## config.mk

```make
export PLATFORM = sky130hd
export DESIGN_NAME = fractal_video_out
export DESIGN_NICKNAME = d
export VERILOG_FILES = /design/src/rtl/fractal_video_out.sv
export SDC_FILE = /design/constraint.sdc
export NUM_CORES = 2
export LEC_CHECK = 0
export CAP_MARGIN = 40
export CORE_ASPECT_RATIO = 1.25
export CORE_MARGIN = 10
export CORE_UTILIZATION = 40
export CTS_BUF_LIST = sky130_fd_sc_hd__clkbuf_8
export CTS_CLUSTER_DIAMETER = 150
export DETAILED_ROUTE_END_ITERATION = 7
export HOLD_SLACK_MARGIN = 0.05
export PLACE_DENSITY = 0.57
export SKIP_CTS_REPAIR_TIMING = 1
export SLEW_MARGIN = 20
export SYNTH_ARGS = -nofsm -noshare
export SYNTH_HDL_FRONTEND = slang
export SYNTH_SLANG_ARGS = --single-unit
export TNS_END_PERCENT = 20
```

## constraint.sdc

```tcl
create_clock -name aclk -period 4 [get_ports aclk]
set_input_delay 1 -clock aclk [delete_from_list [all_inputs] [get_ports aclk]]
set_output_delay 1 -clock aclk [all_outputs]
set_load 0.01 [all_outputs]
```

## src/rtl/fractal_video_out.sv

```systemverilog
// fractal_video_out: output stage between the colorizer and the AXI4-Stream
// video master. Packs PIXELS_PER_BEAT pixels per beat and buffers beats in a
// FIFO so that m_axis_tready backpressure is honoured. It also raises an
// almost-full stall to the generator and reports overflow, line-length errors
// and a frame counter.
// Optional build macro FRACTAL_VIDEO_OUT_STATS_EN enables the stall_cycles
// counter; without it stall_cycles is tied to zero.
module fractal_video_out #(
    parameter int PIXEL_WIDTH        = 24,
    parameter int PIXELS_PER_BEAT    = 1,
    parameter int FIFO_DEPTH         = 64,
    parameter int ALMOST_FULL_MARGIN = 8,
    parameter int OUTPUT_WIDTH       = 1920
) (
    input  logic                                     aclk,
    input  logic                                     aresetn,
    input  logic                                     enable,
    input  logic [PIXEL_WIDTH-1:0]                   data_in,
    input  logic                                     frame_start_in,
    input  logic                                     line_end_in,
    input  logic                                     data_enable_in,
    output logic                                     stall_out,
    output logic                                     m_axis_tvalid,
    output logic [PIXEL_WIDTH*PIXELS_PER_BEAT-1:0]   m_axis_tdata,
    output logic [PIXEL_WIDTH*PIXELS_PER_BEAT/8-1:0] m_axis_tstrb,
    output logic                                     m_axis_tuser,
    output logic                                     m_axis_tlast,
    input  logic                                     m_axis_tready,
    output logic                                     overflow,
    output logic                                     line_error,
    output logic [15:0]                              frame_count,
    output logic [31:0]                              stall_cycles
);

    localparam int BEAT_W = PIXEL_WIDTH * PIXELS_PER_BEAT;
    localparam int STRB_W = BEAT_W / 8;
    localparam int BPP    = PIXEL_WIDTH / 8;
    localparam int SLOT_W = (PIXELS_PER_BEAT > 1) ? $clog2(PIXELS_PER_BEAT) : 1;
    localparam int PTR_W  = $clog2(FIFO_DEPTH);
    localparam int CNT_W  = PTR_W + 1;
    localparam int PIX_W  = $clog2(OUTPUT_WIDTH) + 1;

    typedef struct packed {
        logic [BEAT_W-1:0] data;
        logic [STRB_W-1:0] strb;
        logic              user;
        logic              last;
    } beat_t;

    // Packer state
    logic [SLOT_W-1:0] slot_q, slot_d;
    logic [BEAT_W-1:0] acc_q, acc_d;
    logic              sof_q, sof_d;
    beat_t             pend_q, pend_d;
    logic              pend_valid_q, pend_valid_d;
    // Line check state
    logic [PIX_W-1:0]  pix_cnt_q, pix_cnt_d, pix_base;
    logic              line_error_q, line_error_d;
    // FIFO and output register state
    beat_t             mem [FIFO_DEPTH];
    logic [PTR_W-1:0]  wr_ptr_q, wr_ptr_d, rd_ptr_q, rd_ptr_d;
    logic [CNT_W-1:0]  mem_cnt_q, mem_cnt_d, fill;
    beat_t             out_q, out_d;
    logic              out_valid_q, out_valid_d;
    logic              overflow_q, overflow_d;
    logic              stall_q, stall_d;
    logic [15:0]       frame_cnt_q, frame_cnt_d;

    logic              pix_in, close_beat, full, pop, push, load;
    logic [BEAT_W-1:0] pix_shifted;
    logic [STRB_W-1:0] strb_fill;

    // Packer: place each pixel in its slot and close the beat on the last slot or line end
    // NOTE: every signal written here gets a default first so no latch is inferred.
    always_comb begin
        slot_d       = slot_q;
        acc_d        = acc_q;
        sof_d        = sof_q;
        pend_d       = pend_q;
        pend_valid_d = 1'b0;
        pix_in       = enable && data_enable_in;
        close_beat   = pix_in && ((slot_q == SLOT_W'(PIXELS_PER_BEAT - 1)) || line_end_in);
        pix_shifted  = BEAT_W'(data_in) << (int'(slot_q) * PIXEL_WIDTH);
        strb_fill    = '0;
        for (int i = 0; i < PIXELS_PER_BEAT; i++) begin
            if (i <= int'(slot_q)) strb_fill[i*BPP +: BPP] = '1;
        end
        if (close_beat) begin
            pend_d.data  = acc_q | pix_shifted;
            pend_d.strb  = strb_fill;
            pend_d.user  = (slot_q == '0) ? frame_start_in : sof_q;
            pend_d.last  = line_end_in;
            pend_valid_d = 1'b1;
            slot_d       = '0;
            acc_d        = '0;
            sof_d        = 1'b0;
        end else if (pix_in) begin
            acc_d  = acc_q | pix_shifted;
            slot_d = slot_q + 1'b1;
            if (slot_q == '0) sof_d = frame_start_in;
        end
        if (!enable) begin
            slot_d = '0;
            acc_d  = '0;
            sof_d  = 1'b0;
            pend_d = '0;
        end
    end

    // Line check: count pixels per line, flag wrong lengths and misplaced frame starts
    always_comb begin
        pix_cnt_d    = pix_cnt_q;
        line_error_d = line_error_q;
        pix_base     = frame_start_in ? '0 : pix_cnt_q;
        if (pix_in) begin
            if (frame_start_in && (pix_cnt_q != '0)) line_error_d = 1'b1;
            if (line_end_in) begin
                if (pix_base != PIX_W'(OUTPUT_WIDTH - 1)) line_error_d = 1'b1;
                pix_cnt_d = '0;
            end else begin
                pix_cnt_d = pix_base + 1'b1;
            end
        end
        if (!enable) begin
            pix_cnt_d    = '0;
            line_error_d = 1'b0;
        end
    end

    // FIFO control: fill counts the memory plus the output register as one store
    always_comb begin
        fill        = mem_cnt_q + CNT_W'(out_valid_q);
        full        = (fill == CNT_W'(FIFO_DEPTH));
        pop         = out_valid_q && m_axis_tready;
        push        = pend_valid_q && (!full || pop);
        load        = (mem_cnt_q != '0) && (!out_valid_q || pop);
        wr_ptr_d    = wr_ptr_q + PTR_W'(push);
        rd_ptr_d    = rd_ptr_q + PTR_W'(load);
        mem_cnt_d   = mem_cnt_q + CNT_W'(push) - CNT_W'(load);
        out_d       = out_q;
        out_valid_d = out_valid_q;
        if (load) begin
            out_d       = mem[rd_ptr_q];
            out_valid_d = 1'b1;
        end else if (pop) begin
            out_valid_d = 1'b0;
        end
        overflow_d  = overflow_q | (pend_valid_q && full && !pop);
        stall_d     = (fill >= CNT_W'(FIFO_DEPTH - ALMOST_FULL_MARGIN));
        frame_cnt_d = frame_cnt_q + 16'(pop && out_q.user);
        if (!enable) begin
            wr_ptr_d    = '0;
            rd_ptr_d    = '0;
            mem_cnt_d   = '0;
            out_d       = '0;
            out_valid_d = 1'b0;
            overflow_d  = 1'b0;
            stall_d     = 1'b0;
            frame_cnt_d = '0;
        end
    end

    // State registers; the flush is already folded into the next-state values
    always_ff @(posedge aclk or negedge aresetn) begin
        if (!aresetn) begin
            slot_q       <= '0;
            acc_q        <= '0;
            sof_q        <= 1'b0;
            pend_q       <= '0;
            pend_valid_q <= 1'b0;
            pix_cnt_q    <= '0;
            line_error_q <= 1'b0;
            wr_ptr_q     <= '0;
            rd_ptr_q     <= '0;
            mem_cnt_q    <= '0;
            out_q        <= '0;
            out_valid_q  <= 1'b0;
            overflow_q   <= 1'b0;
            stall_q      <= 1'b0;
            frame_cnt_q  <= '0;
        end else begin
            slot_q       <= slot_d;
            acc_q        <= acc_d;
            sof_q        <= sof_d;
            pend_q       <= pend_d;
            pend_valid_q <= pend_valid_d;
            pix_cnt_q    <= pix_cnt_d;
            line_error_q <= line_error_d;
            wr_ptr_q     <= wr_ptr_d;
            rd_ptr_q     <= rd_ptr_d;
            mem_cnt_q    <= mem_cnt_d;
            out_q        <= out_d;
            out_valid_q  <= out_valid_d;
            overflow_q   <= overflow_d;
            stall_q      <= stall_d;
            frame_cnt_q  <= frame_cnt_d;
        end
    end

    // Beat storage write port
    // NOTE: the storage array has no reset; the pointers and count define which entries are live.
    always_ff @(posedge aclk) begin
        if (push) mem[wr_ptr_q] <= pend_q;
    end

`ifdef FRACTAL_VIDEO_OUT_STATS_EN
    logic [31:0] stall_cnt_q;

    // Saturating count of cycles where a beat is offered but not taken
    always_ff @(posedge aclk or negedge aresetn) begin
        if (!aresetn)                                                  stall_cnt_q <= '0;
        else if (!enable)                                              stall_cnt_q <= '0;
        else if (out_valid_q && !m_axis_tready && (stall_cnt_q != '1)) stall_cnt_q <= stall_cnt_q + 1'b1;
    end

    assign stall_cycles = stall_cnt_q;
`else
    assign stall_cycles = '0;
`endif

    assign stall_out     = stall_q;
    assign m_axis_tvalid = out_valid_q;
    assign m_axis_tdata  = out_q.data;
    assign m_axis_tstrb  = out_q.strb;
    assign m_axis_tuser  = out_q.user;
    assign m_axis_tlast  = out_q.last;
    assign overflow      = overflow_q;
    assign line_error    = line_error_q;
    assign frame_count   = frame_cnt_q;

endmodule

```

==> reports/metrics.yaml <==
initial_core_util: 0.403
gr-total-overflow: 0
hp-class: "input port to asynchronous set/reset pin"
cts_max_level: 5
syn_to_final_growth_pct: 15.4
grt_start_max_net_pins: 100
dpl.hpwl_microns: 103000
synth_common_cells: "edfxtp_1, mux4_2, mux2i_1, a22oi_1, dfrtp_1"
finish.utilization: 0.465
grt_pass1_vias: 37400
synth_most_common_cell: "edfxtp_1"
synth_area_sq_um: 71800
dpl_cell_area_sq_um: 77500
grt_pass1_wl_microns: 258000
slew_headroom: 0.366
core_sq_um: 178000
max_freq_ghz: 0.272
cap_violations: 0
crit_buf_inv: 3
critPathSlowestCell: "dfrtp_1"
final_nets: 3971
slew_viol_final: 0
ant_nets: 0
routabilityCongestion: 0.769
finClkSkew_ns: 0.117
viasPerCell: 5.55
path_cells: "ha_2, ha_1, a211oi_2, nand4_1, nor3_2, a21boi_1, inv_2, ha_1, inv_1, ha_1, inv_1, fa_1, nand2b_1, a21oi_2, o21ai_0, a21oi_1, o21ai_0, and3_1"
powerDensity_nw_per_um2: 566
synthFlopType: "edfxtp_1"
clockPowerShare: 0.316
cellLeakagePower_uw: 0.0266
drc: 0
setup_viol: 0
startpoint: "m_axis_tvalid$_DFFE_PN0P_"
fillCellCount: 14900
r2r_start: "m_axis_tvalid$_DFFE_PN0P_"
boundaryPins: 112
num_rows: 173
rrSetupSlack_ns: 0.33
syn_inst: 3544
clock_latency_ns: 1.05
vias: 36000
ys_async_sr_fraction: 0.0710
hold_viol: 0
synth_seq_cells: 1860
reg2reg_to: "mem_cnt_q[6]$_DFF_PN0_"
die_h_microns: 494
final.min_clock_period_ns: 3.67
outcome: "completed"
finalCritPeriodShare: 0.918
comb_power_share: 0.211
wirelength_microns: 178000
cp.required_ns: 4.86
switchingPower_uw: 12800
cpLargestDelayFamily: "adder cells"
yosysSeqAreaShare: 0.769
crit_top_cell: "ha_1"
synth_top_area_cell: "edfxtp_1"
synth.avg_cell_area_sq_um: 20.3
endpoint_kind: "register"
drt-pass1-iter-count: 5
worstPathArrival_ns: 4.53
cts.sinks: 1860
p_sw_frac: 0.273
path_depth: 18
cts_buffers: 304
antenna_found_initial: 11
cts_tree: "built"
yosysWarnings: 0
drtIter0Drc: 3330
grt_usage: 0.179
path_clk_slew_ns: 0.06
layout-drive-gt1-share: 0.239
path_class: "register to register"
port_buffers: 79
p_int_uw: 34100
yosysTopAreaCellShare: 0.723
vdd_drop_max_v: 0.000547
fin_cells: 6482
rr_worst_depth: 18
synth.area.top_cells: "edfxtp_1, mux4_2, dfrtp_1"
dieWidth_microns: 399
root_buffer: "clkbuf_8"
clk_path_buf_depth: 4
routedWlPerCell_microns: 27.5
timing.critical_path.to: "mem_cnt_q[6]$_DFF_PN0_"
dp.cells: 5969
path_max_fanout: 5
synth_edf_count: 1728
pwr-share-seq: 0.472
final_area_sq_um: 82800
ys_types: 53
die-area_sq_um: 197000
rsz0062_at_grt: "false"
max_stage_delay_ns: 0.43
worstSetupStartpointType: "register"
hold_ws_ns: 0.399
tightest_slew_ns: 0.951
[per-stage QoR]
stage	setup TNS [ns]	worst slack (ns)	total power, uW
2_1_floorplan	-98.21	-0.456	29500
3_3_place_gp	-0.392	-0.207	32600
3_5_place_dp	-0.232	-0.232	32700
4_1_cts	0	0.258	47500
5_1_grt	0	0.00517	49000
6_report	0	0.329	46900
[worst min path at each step]
stage                                         start                   endpoint  slack [ns]  depth (start not counted)
after floorplan           pix_cnt_q[11]$_DFFE_PN0P_  pix_cnt_q[11]$_DFFE_PN0P_        0.44                          1
after global placement    pix_cnt_q[11]$_DFFE_PN0P_  pix_cnt_q[11]$_DFFE_PN0P_        0.46                          1
after detailed placement  pix_cnt_q[11]$_DFFE_PN0P_  pix_cnt_q[11]$_DFFE_PN0P_        0.46                          1
after CTS                                   aresetn      acc_q[11]$_DFFE_PN0P_       -0.30                          1
after global routing                        aresetn      acc_q[12]$_DFFE_PN0P_        0.36                          2
final                                       aresetn      acc_q[11]$_DFFE_PN0P_        0.40                          2
[layer usage]
layer	track usage	up-vias	wire, microns
met2	0.288	1211	86900
met1	0.242	19200	74900
li1	-	15400	-
met4	0.0619	2	5140
met3	0.0370	248	11200
met5	0	-	8
[layout make-up]
type / count / area (sq um) / area share
multi-input combinational: 1456 / 15900 / 0.192
antenna: 2 / 5.00 / 0.0000604
inverter: 17 / 63.8 / 0.000770
tap: 2362 / 2960 / 0.0357
sequential: 1860 / 55200 / 0.667
clock inverter: 189 / 911 / 0.0110
clock buffer: 318 / 4380 / 0.0528
timing repair buffer: 278 / 3360 / 0.0406
[registers in the layout (all words and copies together), names as in the netlist, 6 cells and up]
name,count
acc_q,24
frame_count,16
m_axis_tdata,24
mem,1728
mem_cnt_q,7
pend_q,27
pix_cnt_q,12
rd_ptr_q,6
wr_ptr_q,6
[cells in the final DEF, fill, tap and decap left out, drive strengths merged, types with 22 or more instances in the layout]
cell              n
edfxtp         1728
mux4            322
clkbuf          318
mux2i           274
buf             200
a22oi           164
dfrtp           132
inv             116
nand3            94
clkinv           79
clkdlybuf4s50    77
nor2             69
a21oi            56
nand2            49
o21ai            45
and3             37
or3              32
conb             32
a31oi            31
and2             31
a32o             29
o221ai           27
a221oi           27
ha               22
[cells by family (layout without fill, tap and decap cells)]
group | Yosys count | count (layout) | share of synthesized area
other | 1 | 34 | 0.0000522
buffers and inverters | 259 | 802 | 0.0173
muxes | 596 | 596 | 0.139
adders and majority gates | 23 | 23 | 0.00411
AOI/OAI and AO/OA | 396 | 396 | 0.0395
and+or+nand+nor | 380 | 380 | 0.0275
xor gates and xnor gates | 29 | 29 | 0.00354
DFF | 1860 | 1860 | 0.769
[worst reg2reg max path, delay by kind of cell (launching register included)]
kind	cells	cell delay [ns]
AOI/OAI and AO/OA	6	0.89
buffers and inverters	3	0.19
DFF	1	0.43
adders and majority gates	5	1.29
and+or+nand+nor	4	0.73
[power by group through the flow]
stage,Sequential [uW],Clock (uW),Combinational (uW)
global placement,22600,0,10000
detailed placement,22600,0,10100
finish,22200,14800,9920
CTS,22200,15200,10100
floorplan,22400,0,7100
global route,22200,16100,10700
Power figures use the tool's default switching activity.
